File: config.mk
export PLATFORM = sky130hd
export DESIGN_NAME = mem_bus_arbiter
export DESIGN_NICKNAME = d
export VERILOG_FILES = /design/src/rtl/mem_bus_arbiter.sv
export SDC_FILE = /design/constraint.sdc
export NUM_CORES = 1
export LEC_CHECK = 0
export ABC_AREA = 0
export BUFFER_PORTS_ARGS = -buffer_cell sky130_fd_sc_hd__buf_2
export CAP_MARGIN = 30
export CORE_AREA = 2 2 97 99
export CTS_BUF_LIST = sky130_fd_sc_hd__clkbuf_16
export DETAILED_ROUTE_END_ITERATION = 6
export DIE_AREA = 0 0 99 101
export PLACE_DENSITY_LB_ADDON = 0.1
export SETUP_SLACK_MARGIN = 0.2
export SLEW_MARGIN = 20
export SYNTH_ARGS = -nofsm -noshare
export SYNTH_HDL_FRONTEND = slang
export SYNTH_SLANG_ARGS = --single-unit
File: constraint.sdc
create_clock -name clk -period 2.3 [get_ports clk]
set_input_delay 0.345 -clock clk [delete_from_list [all_inputs] [get_ports clk]]
set_output_delay 0.345 -clock clk [all_outputs]
set_load 0.05 [all_outputs]
File: src/rtl/mem_bus_arbiter.sv
// ---------------------------------------------------------------------------
// mem_bus_arbiter
//   Shares a single memory port between the CPU instruction-fetch channel
//   (read-only) and the CPU data channel (load/store). One transaction is in
//   flight at a time; ties are broken round-robin and read responses are
//   routed back to the master that owns the transaction.
//
// Optional build macro:
//   ARB_PERF_CNT_EN - adds grant and contention performance counters.
//
// Ports:
//   clk, rst             clock, synchronous active-high reset
//   i_req_*              fetch request channel (valid/addr in, ack out)
//   i_rdata_*            fetch response channel (valid out, ack in)
//   d_*                  data request channel (addr/wen/ren/wdata/wstrb in,
//                        req_ack out) and load response channel
//   rsp_rdata            response data shared by both masters (= m_rdata)
//   m_*                  memory-side request/response channel
//   inst_grant_cnt,      grant counts per master and contended-cycle count
//   data_grant_cnt,      (present only with ARB_PERF_CNT_EN)
//   conflict_cnt
// ---------------------------------------------------------------------------
module mem_bus_arbiter #(
    parameter int unsigned ADDR_WIDTH = 32,
    parameter int unsigned DATA_WIDTH = 32
) (
    input  logic                    clk,
    input  logic                    rst,

    // Instruction fetch channel
    input  logic                    i_req_valid,
    input  logic [ADDR_WIDTH-1:0]   i_req_addr,
    output logic                    i_req_ack,
    output logic                    i_rdata_valid,
    input  logic                    i_rdata_ack,

    // Data channel
    input  logic [ADDR_WIDTH-1:0]   d_addr,
    input  logic                    d_wen,
    input  logic                    d_ren,
    input  logic [DATA_WIDTH-1:0]   d_wdata,
    input  logic [DATA_WIDTH/8-1:0] d_wstrb,
    output logic                    d_req_ack,
    output logic                    d_rdata_valid,
    input  logic                    d_rdata_ack,

    // Shared response data
    output logic [DATA_WIDTH-1:0]   rsp_rdata,

    // Memory channel
    output logic [ADDR_WIDTH-1:0]   m_addr,
    output logic                    m_wen,
    output logic                    m_ren,
    output logic [DATA_WIDTH-1:0]   m_wdata,
    output logic [DATA_WIDTH/8-1:0] m_wstrb,
    input  logic                    m_req_ack,
    input  logic [DATA_WIDTH-1:0]   m_rdata,
    input  logic                    m_rdata_valid,
    output logic                    m_rdata_ack
`ifdef ARB_PERF_CNT_EN
    ,
    output logic [31:0]             inst_grant_cnt,
    output logic [31:0]             data_grant_cnt,
    output logic [31:0]             conflict_cnt
`endif
);

    localparam int unsigned STRB_WIDTH = DATA_WIDTH / 8;

    typedef enum logic [2:0] {
        IDLE = 3'b001,
        REQ  = 3'b010,
        RESP = 3'b100
    } state_t;

    typedef enum logic {
        OWN_INST = 1'b0,
        OWN_DATA = 1'b1
    } owner_t;

    state_t state,      state_nxt;
    owner_t owner,      owner_nxt;
    owner_t last_grant, last_grant_nxt;

    logic inst_pend;
    logic data_pend;

    // Pending-request decode for both masters
    assign inst_pend = i_req_valid;
    assign data_pend = d_wen | d_ren;

    // Read data is broadcast; the valid signals select the consumer
    assign rsp_rdata = m_rdata;

    // State register
    always_ff @(posedge clk) begin
        if (rst) begin
            state      <= IDLE;
            owner      <= OWN_INST;
            last_grant <= OWN_DATA;
        end else begin
            state      <= state_nxt;
            owner      <= owner_nxt;
            last_grant <= last_grant_nxt;
        end
    end

    // Next-state and output decode; m_* are forced low outside REQ so no
    // master input reaches the memory port while arbitrating.
    always_comb begin
        state_nxt      = state;
        owner_nxt      = owner;
        last_grant_nxt = last_grant;

        i_req_ack      = 1'b0;
        i_rdata_valid  = 1'b0;
        d_req_ack      = 1'b0;
        d_rdata_valid  = 1'b0;
        m_addr         = '0;
        m_wen          = 1'b0;
        m_ren          = 1'b0;
        m_wdata        = '0;
        m_wstrb        = '0;
        m_rdata_ack    = 1'b0;

        case (state)
            IDLE: begin
                if (inst_pend && data_pend) begin
                    // Round-robin: the master that did not go last wins
                    owner_nxt = (last_grant == OWN_INST) ? OWN_DATA : OWN_INST;
                    state_nxt = REQ;
                end else if (inst_pend) begin
                    owner_nxt = OWN_INST;
                    state_nxt = REQ;
                end else if (data_pend) begin
                    owner_nxt = OWN_DATA;
                    state_nxt = REQ;
                end
            end

            REQ: begin
                if (owner == OWN_INST) begin
                    m_addr    = i_req_addr;
                    m_ren     = 1'b1;
                    i_req_ack = m_req_ack;
                    if (m_req_ack) begin
                        state_nxt = RESP;
                    end
                end else begin
                    // wen and ren together resolve to a store
                    m_addr    = d_addr;
                    m_wen     = d_wen;
                    m_ren     = d_ren & ~d_wen;
                    m_wdata   = d_wdata;
                    m_wstrb   = d_wstrb;
                    d_req_ack = m_req_ack;
                    if (m_req_ack) begin
                        if (d_wen) begin
                            state_nxt      = IDLE;
                            last_grant_nxt = OWN_DATA;
                        end else begin
                            state_nxt = RESP;
                        end
                    end
                end
            end

            RESP: begin
                if (owner == OWN_INST) begin
                    i_rdata_valid = m_rdata_valid;
                    m_rdata_ack   = i_rdata_ack;
                end else begin
                    d_rdata_valid = m_rdata_valid;
                    m_rdata_ack   = d_rdata_ack;
                end
                if (m_rdata_valid && m_rdata_ack) begin
                    state_nxt      = IDLE;
                    last_grant_nxt = owner;
                end
            end

            default: begin
                state_nxt = IDLE;
            end
        endcase
    end

`ifdef ARB_PERF_CNT_EN
    logic grant_inst;
    logic grant_data;
    logic conflict;

    // Grant strobes fire on the IDLE->REQ transition only
    assign grant_inst = (state == IDLE) && (state_nxt == REQ) && (owner_nxt == OWN_INST);
    assign grant_data = (state == IDLE) && (state_nxt == REQ) && (owner_nxt == OWN_DATA);

    // A cycle is contended when some pending master is not the one being served
    assign conflict = ((state == IDLE) && inst_pend && data_pend) ||
                      ((state != IDLE) && (owner == OWN_INST) && data_pend) ||
                      ((state != IDLE) && (owner == OWN_DATA) && inst_pend);

    // Free-running counters, wrap naturally at 2^32
    always_ff @(posedge clk) begin
        if (rst) begin
            inst_grant_cnt <= 32'd0;
            data_grant_cnt <= 32'd0;
            conflict_cnt   <= 32'd0;
        end else begin
            if (grant_inst) begin
                inst_grant_cnt <= inst_grant_cnt + 32'd1;
            end
            if (grant_data) begin
                data_grant_cnt <= data_grant_cnt + 32'd1;
            end
            if (conflict) begin
                conflict_cnt <= conflict_cnt + 32'd1;
            end
        end
    end
`endif

endmodule

==> impl_metrics.json, run 1 <==
{
  "syn-num-nets": 343,
  "slowest_delay_ps": 440,
  "setup_tns_ps": 0,
  "nets": 487,
  "dp_hpwl_um": 4550,
  "setup-violations-final": 0,
  "diodes": 0,
  "synthDominantCellAreaShare_pct": 20.3,
  "grt_pass1_wl_um": 7580,
  "finalHoldViolations": 0,
  "critical_path_class": "register to output pin",
  "cts.sinks": 5,
  "critPathLaunchType": "register",
  "p_leak_nw": 1.41,
  "critPathTopFamily": "simple AND/OR/NAND/NOR gates",
  "routed_wl_um": 5310,
  "cts_buffers": 3,
  "min_period_ps": 2010,
  "status": "completed",
  "grt_remaining_overflow": 0,
  "preCtsSetupSlack_ps": 339,
  "port_buffers": 183,
  "postCtsHoldBufs": 0,
  "fmax_ghz": 0.497,
  "cp_max_fo": 19,
  "wl_per_cell_um": 11.6,
  "holdPathEnd": "state[2]$_SDFFE_PP0P_",
  "rsz0062_at_grt": "true",
  "die_h_um": 101,
  "worstMarginPinSlew_ps": 454,
  "powerDensity_nw_per_um2": 404,
  "yosysTopAreaCell": "mux2i_1",
  "num_rows": 35,
  "cts_setup_buffers": 0,
  "synth.ff_latch_count": 5,
  "start_util_pct": 18.7,
  "critPathSlowestCell": "or3b_4",
  "slew_headroom_pct": 69.7,
  "postRouteAntennaNets": 0,
  "core_um2": 8980,
  "crit_buf_inv": 2,
  "groute.usage.overall_pct": 9.19,
  "finalCritPeriodShare_pct": 87.4,
  "critPathCaptureType": "output pin",
  "skew_ps": 1.07,
  "gp_congestion": 0.666,
  "hold_start": "rst",
  "min_path_type": "input pin to register",
  "cp.arrival_ps": 1670,
  "yosysSeqAreaShare_pct": 5.96,
  "die_area_um2": 10000,
  "chipWidth_um": 99,
  "yosys_most_used_dff": "dfxtp_1",
  "path_clk_slew_ps": 30,
  "drive_gt1_share_pct": 67.0,
  "clock_latency_ps": 230,
  "dr.first_iter.drc_count": 24,
  "final_cell_mix": "145 x buf_2, 39 x and3_1, 34 x mux2i_1",
  "rrSetupSlack_ps": 780,
  "path_cells": "or3b_4, buf_12, nor3b_2, buf_6",
  "r2r_cells": 5,
  "grt_pass1_vias": 1663,
  "synth_edf_count": 0,
  "final_max_slew_viol_count": 0,
  "htreeDepth": 1,
  "vdd_ir_drop_max_mv": 0.178,
  "synthCells": 202,
  "mostFrequentLayoutCell": "buf_2",
  "fin_ws_ps": 289,
  "r2r_end": "last_grant$_SDFFE_PP1P_",
  "required_ps": 1960,
  "synth_cell_type_count": 28,
  "drtPass1Iterations": 4,
  "hold_ws_ps": 369,
  "clockBufferDepth": 2,
  "yosysWarnings": 0,
  "vias": 1883,
  "area_growth_syn_to_layout_pct": 54.5,
  "r2r-start": "owner$_SDFFE_PP0P_",
  "cts_root_buffer": "clkbuf_16",
  "cts_resized": 17,
  "cap_violations": 0,
  "grt_max_degree": 39,
  "drc": 0,
  "syn_area_per_cell_um2": 8.31,
  "via_per_inst": 4.13,
  "ios": 248,
  "async_flop_share_pct": 0,
  "cts_tree": "built",
  "synth_area_leaders": "mux2i_1 20%, nor2_4 20%, buf_4 15%, and3_1 15%, dfxtp_1 6.0%",
  "cp.depth": 4,
  "syn_area_um2": 1680,
  "hold_path_depth": 2,
  "antenna_found_initial": 0
}
-- power breakdown --
group | internal, W | switching (W)
Sequential | 0.0000999 | 0.0000215
Clock | 0.000225 | 0.0000586
Combinational | 0.000247 | 0.000395
Total | 0.000572 | 0.000475
-- layer usage --
metal	routed length, µm	up-vias	share of wire [%]	GRT usage (%)
met4	48	0	0.90	2.95
met1	1680	788	32	8.99
li1	-	948	-	-
met2	2860	141	54	18.3
met5	0	-	0	0
met3	723	6	14	2.64
-- cells in the mapped netlist, types with 2 or more instances --
master,n
buf_6,3
and3_1,39
a21oi_1,6
o21ai_0,2
buf_4,33
buf_2,7
nor3b_2,2
mux2i_1,34
buf_12,3
nor3_1,3
nand2b_1,3
nand2_1,4
nor2_1,10
nor2b_1,2
dfxtp_1,5
nor2_4,30
clkbuf_1,5
-- cells by family (layout without fill, tap and decap cells) --
family / count (synthesis) / count (layout) / share of synthesized area [%]
flops: 5 / 5 / 5.96
buf+inv: 51 / 194 / 23.5
mux: 34 / 34 / 20.3
simple gates: 99 / 99 / 45.7
compound gates: 13 / 13 / 4.55
-- sequential cells by signal, indices dropped and copies added, names as in the netlist --
signal / flops
owner: 1
last_grant: 1
state: 3
-- through the flow --
| step | power (W) | std cells | utilization, % | cell area (µm²) |
|---|---|---|---|---|
| 3_3_place_gp | 0.000759 | 452 | 26.8 | 2410 |
| 3_5_place_dp | 0.000756 | 452 | 26.8 | 2410 |
| 5_1_grt | 0.00111 | 456 | 28.9 | 2590 |
| 4_1_cts | 0.00106 | 456 | 28.2 | 2530 |
| 6_report | 0.00105 | 456 | 28.9 | 2590 |
| 2_1_floorplan | 0.000760 | 202 | - | 1680 |
-- final cells by class --
class / instances / area [µm²]
tap: 111 / 139
fill: 983 / 6380
clock inverter: 1 / 3.75
timing repair buffer: 190 / 1090
sequential: 5 / 104
clock buffer: 3 / 75.1
multi-input combinational: 146 / 1190
-- worst max-delay path by stage --
| stage | startpoint | to | slack (ps) |
|---|---|---|---|
| after floorplan | state[0]$_SDFFE_PP1P_ | m_ren | 230 |
| after global placement | state[1]$_SDFFE_PP0P_ | m_ren | 370 |
| after detailed placement | state[1]$_SDFFE_PP0P_ | m_ren | 340 |
| after CTS | state[0]$_SDFFE_PP1P_ | m_ren | 190 |
| after global routing | state[1]$_SDFFE_PP0P_ | m_wdata[30] | 190 |
| final | state[1]$_SDFFE_PP0P_ | i_req_ack | 290 |
Power figures use the tool's default switching activity.
==> inputs of run 2 (changes only) <==
--- a/config.mk
+++ b/config.mk
@@ -8,10 +8,10 @@
 export ABC_AREA = 0
 export BUFFER_PORTS_ARGS = -buffer_cell sky130_fd_sc_hd__buf_2
 export CAP_MARGIN = 30
-export CORE_AREA = 2 2 97 99
+export CORE_AREA = 2 2 96 98
 export CTS_BUF_LIST = sky130_fd_sc_hd__clkbuf_16
 export DETAILED_ROUTE_END_ITERATION = 6
-export DIE_AREA = 0 0 99 101
+export DIE_AREA = 0 0 98 100
 export PLACE_DENSITY_LB_ADDON = 0.1
 export SETUP_SLACK_MARGIN = 0.2
 export SLEW_MARGIN = 20
==> constraint.sdc (replaced) <==
create_clock -name clk -period 1.9 [get_ports clk]
set_input_delay 0.285 -clock clk [delete_from_list [all_inputs] [get_ports clk]]
set_output_delay 0.285 -clock clk [all_outputs]
set_load 0.05 [all_outputs]
==> run 2 against run 1 <==
Against the previous run:
- clock-buffer cell count unchanged
- via count increased by 7.2%
- clock skew about the same
- sequential power rose by 14%
- first-iteration DRC count increased by 38%
- combinational power up 70%
- global-route usage up 3.2 points
- routed wire length grew 30%
- register-to-register slack worse by 420 ps
- sequential share of layout area is 0.97 points lower
- die area down 2.0%
- critical path depth increased by 1
==> impl_metrics.json, run 2 (same netlist as run 1, synthesis figures left out) <==
{
  "diodes": 0,
  "clock_latency_ps": 220,
  "fin_ws_ps": 73.3,
  "port_buffers": 183,
  "crit_buf_inv": 3,
  "dp_hpwl_um": 4870,
  "area_growth_syn_to_layout_pct": 106,
  "chipWidth_um": 98,
  "cp.arrival_ps": 1540,
  "num_rows": 35,
  "gp_congestion": 0.748,
  "grt_max_degree": 40,
  "grt_pass1_vias": 1976,
  "core_um2": 8890,
  "hold_ws_ps": 311,
  "finalHoldViolations": 0,
  "top_register": "state",
  "die_h_um": 100,
  "largest_reg_flops": 3,
  "path_clk_slew_ps": 30,
  "grt_remaining_overflow": 0,
  "drc": 0,
  "vias": 2019,
  "dr.first_iter.drc_count": 33,
  "critPathCaptureType": "output pin",
  "htreeDepth": 1,
  "reg.largest.list": "state: 3 flops, last_grant: 1 flops, owner: 1 flops",
  "via_per_inst": 4.20,
  "drive_gt1_share_pct": 73.8,
  "clockBufferDepth": 2,
  "mostFrequentLayoutCell": "buf_2",
  "stdcell_count": 481,
  "cts_root_buffer": "clkbuf_16",
  "grt_pass1_wl_um": 10000,
  "critical_path_class": "register to output pin",
  "critPathTopFamily": "simple AND/OR/NAND/NOR gates",
  "powerDensity_nw_per_um2": 451,
  "final_cell_mix": "110 x buf_2, 61 x buf_6, 33 x mux2i_1",
  "placed_cells": 457,
  "nets": 512,
  "finalCritPeriodShare_pct": 96.1,
  "fmax_ghz": 0.547,
  "path_cells": "or3b_4, buf_12, buf_16, nor2_4, buf_6",
  "ios": 248,
  "rsz0062_at_grt": "true",
  "groute.usage.overall_pct": 12.4,
  "skew_ps": 1.46,
  "cts_tree": "built",
  "min_path_type": "input pin to register",
  "vdd_ir_drop_max_mv": 0.565,
  "wl_per_cell_um": 14.3,
  "required_ps": 1620,
  "slowest_delay_ps": 440,
  "status": "completed",
  "die_area_um2": 9800,
  "critPathSlowestCell": "or3b_4",
  "postRouteAntennaNets": 0,
  "slew_headroom_pct": 70.1,
  "cts.sinks": 5,
  "start_util_pct": 18.9,
  "critPathLaunchType": "register",
  "p_leak_nw": 1.70,
  "worstMarginPinSlew_ps": 447,
  "final_max_slew_viol_count": 0,
  "postCtsHoldBufs": 0,
  "cts_buffers": 3,
  "setup-violations-final": 0,
  "routed_wl_um": 6900,
  "setup_tns_ps": 0,
  "drtPass1Iterations": 4,
  "antenna_found_initial": 0,
  "cap_violations": 0,
  "min_period_ps": 1830,
  "cp_max_fo": 6,
  "preCtsSetupSlack_ps": 205
}
run 2: cell types whose count changed in the layout (fill, tap and decap cells not counted), sizes merged:
cell and delta:
buf +43, clkbuf -18
run 2: where the power goes:
group,internal (W),switching (W)
sequential,0.000120,0.0000179
combinational,0.000512,0.000577
clock,0.000272,0.0000638
total,0.000904,0.000658
run 2: per-layer routing:
layer | part of all wire, % | GRT usage, % | vias to the layer above
met5 | 0 | 0 | -
met1 | 37 | 13.5 | 933
li1 | - | - | 998
met3 | 5.6 | 2.23 | 14
met2 | 55 | 24.2 | 74
met4 | 2.0 | 3.85 | 0
run 2: stage by stage:
| step | power [W] | cell area, µm² | utilization (%) |
|---|---|---|---|
| final | 0.00156 | 3460 | 38.9 |
| after global routing | 0.00166 | 3460 | 38.9 |
| after CTS | 0.00151 | 3280 | 36.9 |
| after detailed placement | 0.000971 | 2510 | 28.2 |
| after global placement | 0.000973 | 2510 | 28.2 |
| after floorplan | 0.000929 | 1710 | - |
run 2: worst paths after layout:
kind / depth (start not counted) / slack, ps / to / startpoint
min reg2reg: 2 / 520 / last_grant$_SDFFE_PP1P_ / last_grant$_SDFFE_PP1P_
min: 2 / 310 / state[1]$_SDFFE_PP0P_ / rst
max reg2reg: 6 / 360 / last_grant$_SDFFE_PP1P_ / owner$_SDFFE_PP0P_
max: 5 / 70 / m_addr[3] / state[2]$_SDFFE_PP0P_
run 2: repair_timing:
action | in CTS | in global routing
gates cloned | 4 | 4
pin swaps | 25 | 4
resized for setup | 161 | 20
buffers inserted | 8 | 4
endpoints found under the setup margin | 73 | 74
run 2: area by class of cell:
type	count	area, µm²
sequential	5	105
clock inverter	1	3.75
fill	922	5430
tap	111	139
timing repair buffer	215	1890
clock buffer	3	75.1
multi-input combinational	146	1250
run 2: worst register-to-register path, stage by stage (launching register included):
cell	delay, ps
dfxtp_4	420
buf_6	180
buf_4	160
nand2_1	100
o21ai_0	160
nor4bb_4	250
mux2i_1	200
==> inputs of run 3 (changes only) <==
--- a/config.mk
+++ b/config.mk
@@ -8,11 +8,12 @@
 export ABC_AREA = 0
 export BUFFER_PORTS_ARGS = -buffer_cell sky130_fd_sc_hd__buf_2
 export CAP_MARGIN = 30
-export CORE_AREA = 2 2 96 98
+export CORE_AREA = 5 5 93 95
 export CTS_BUF_LIST = sky130_fd_sc_hd__clkbuf_16
 export DETAILED_ROUTE_END_ITERATION = 6
 export DIE_AREA = 0 0 98 100
 export PLACE_DENSITY_LB_ADDON = 0.1
+export RECOVER_POWER = 50
 export SETUP_SLACK_MARGIN = 0.2
 export SLEW_MARGIN = 20
 export SYNTH_ARGS = -nofsm -noshare
==> run 3 against run 2 <==
Against the previous run:
- maximum frequency increased by 0.35%
- register-to-register slack got worse by 120 ps
- utilization increased by 2.0 points
- critical endpoint is now m_addr[2]
- largest power group unchanged
- sequential share of layout area increased by 0.40 points
- power decreased by 8.6%
- critical path depth decreased by 1
==> impl_metrics.json, run 3 (same netlist as run 1, synthesis figures left out) <==
{
  "status": "completed",
  "diodes": 0,
  "hold_start": "rst",
  "critPathLaunchType": "register",
  "final_cell_mix": "110 x buf_2, 46 x buf_6, 34 x mux2i_1",
  "vias": 1952,
  "setup_tns_ps": 0,
  "drtPass1Iterations": 4,
  "start_util_pct": 22.0,
  "grt_pass1_wl_um": 10400,
  "final_max_slew_viol_count": 0,
  "postCtsHoldBufs": 0,
  "clock_latency_ps": 230,
  "p_leak_nw": 1.56,
  "rsz0062_at_grt": "true",
  "vdd_ir_drop_max_mv": 0.360,
  "area_growth_syn_to_layout_pct": 86.4,
  "nets": 494,
  "cts_tree": "built",
  "groute.usage.overall_pct": 13.0,
  "gp_congestion": 0.754,
  "cp_max_fo": 7,
  "total_power_w": 0.00143,
  "dp_hpwl_um": 5460,
  "finalHoldViolations": 0,
  "die_area_um2": 9800,
  "critical_path_class": "register to output pin",
  "cap_violations": 0,
  "wl_per_cell_um": 15.9,
  "skew_ps": 1.35,
  "mostFrequentLayoutCell": "buf_2",
  "postRouteAntennaNets": 0,
  "worstMarginPinSlew_ps": 378,
  "drc": 0,
  "htreeDepth": 1,
  "grt_max_degree": 67,
  "reg.largest.list": "state: 3 flops, last_grant: 1 flops, owner: 1 flops",
  "setup-violations-final": 0,
  "cts_root_buffer": "clkbuf_16",
  "r2r-start": "owner$_SDFFE_PP0P_",
  "required_ps": 1620,
  "fmax_ghz": 0.549,
  "drive_gt1_share_pct": 71.3,
  "chipWidth_um": 98,
  "dr.first_iter.drc_count": 23,
  "min_period_ps": 1820,
  "core_um2": 7650,
  "largest_reg_flops": 3,
  "ios": 248,
  "via_per_inst": 4.30,
  "path_clk_slew_ps": 30,
  "clockBufferDepth": 2,
  "cp.arrival_ps": 1540,
  "powerDensity_nw_per_um2": 456,
  "min_path_type": "input pin to register",
  "num_rows": 32,
  "cts_buffers": 3,
  "startpoint": "state[0]$_SDFFE_PP1P_",
  "grt_remaining_overflow": 0,
  "antenna_found_initial": 0,
  "die_h_um": 100,
  "routed_wl_um": 7200,
  "finalCritPeriodShare_pct": 95.8,
  "critPathCaptureType": "output pin",
  "port_buffers": 183,
  "top_register": "state",
  "cts.sinks": 5,
  "grt_pass1_vias": 1940,
  "slew_headroom_pct": 74.8
}
==> run 3: cell count changes in the layout (fill, tap and decap cells not counted), moves of 2 or more <==
cell / before / now
buf_4: 15 / 5
buf_6: 61 / 46
buf_8: 16 / 12
clkbuf_16: 6 / 4
clkbuf_4: 1 / 13
dfxtp_1: 3 / 1
dfxtp_2: 1 / 3
==> run 3: layout make-up <==
cell class,count,area [µm²]
flip-flops and latches,5,108
fillers,798,4520
multi-input cells,146,1210
well taps,102,128
repair buffers,197,1610
clock buffers,3,75.1
clock inverters,1,3.75
==> run 3: path summary, 6_finish.rpt <==
kind / end / cells after the start / slack, ps
worst min register to register: last_grant$_SDFFE_PP1P_ / 2 / 520
worst max register to register: last_grant$_SDFFE_PP1P_ / 5 / 240
worst min-delay path: state[1]$_SDFFE_PP0P_ / 2 / 300
worst max-delay path: m_addr[2] / 4 / 80
==> run 3: repair_timing <==
action / CTS / global route
resized for setup: 163 / 10
setup endpoints to repair: 72 / 74
gates cloned: 3 / 1
pin swaps: 33 / 0
buffers inserted: 1 / 1
==> run 3: power breakdown <==
group          internal [W]  leakage (nW)  switching (W)  total (W)
combinational      0.000410          1.47       0.000547   0.000958
sequential         0.000120        0.0423     0.00000961   0.000130
clock              0.000273        0.0423      0.0000683   0.000341
==> run 3: worst max-delay path, cell delays in order (launching register included) <==
cell and delay [ps]:
dfxtp_2 320, or3b_4 520, buf_16 210, nor2_4 100
buf_8 150
==> run 3: through the flow <==
| step | worst slack (ps) | instance area, µm² | instances | utilization (%) | hold slack (ps) |
|---|---|---|---|---|---|
| 6_report | 79.6 | 3130 | 454 | 40.9 | 297 |
| 5_1_grt | 35.6 | 3130 | 454 | 40.9 | 305 |
| 2_1_floorplan | 17.1 | 1710 | 202 | - | 354 |
| 3_3_place_gp | 175 | 2470 | 444 | 32.3 | 512 |
| 3_5_place_dp | 163 | 2470 | 444 | 32.3 | 522 |
| 4_1_cts | 78.6 | 3150 | 452 | 41.1 | 292 |
==> run 3: layer usage <==
| metal | vias to the layer above | routed length [µm] | track usage, % |
|---|---|---|---|
| met1 | 874 | 2420 | 13.6 |
| met5 | - | 0 | 0 |
| met3 | 16 | 579 | 3.47 |
| met2 | 102 | 4090 | 25.6 |
| li1 | 960 | - | - |
| met4 | 0 | 107 | 3.19 |
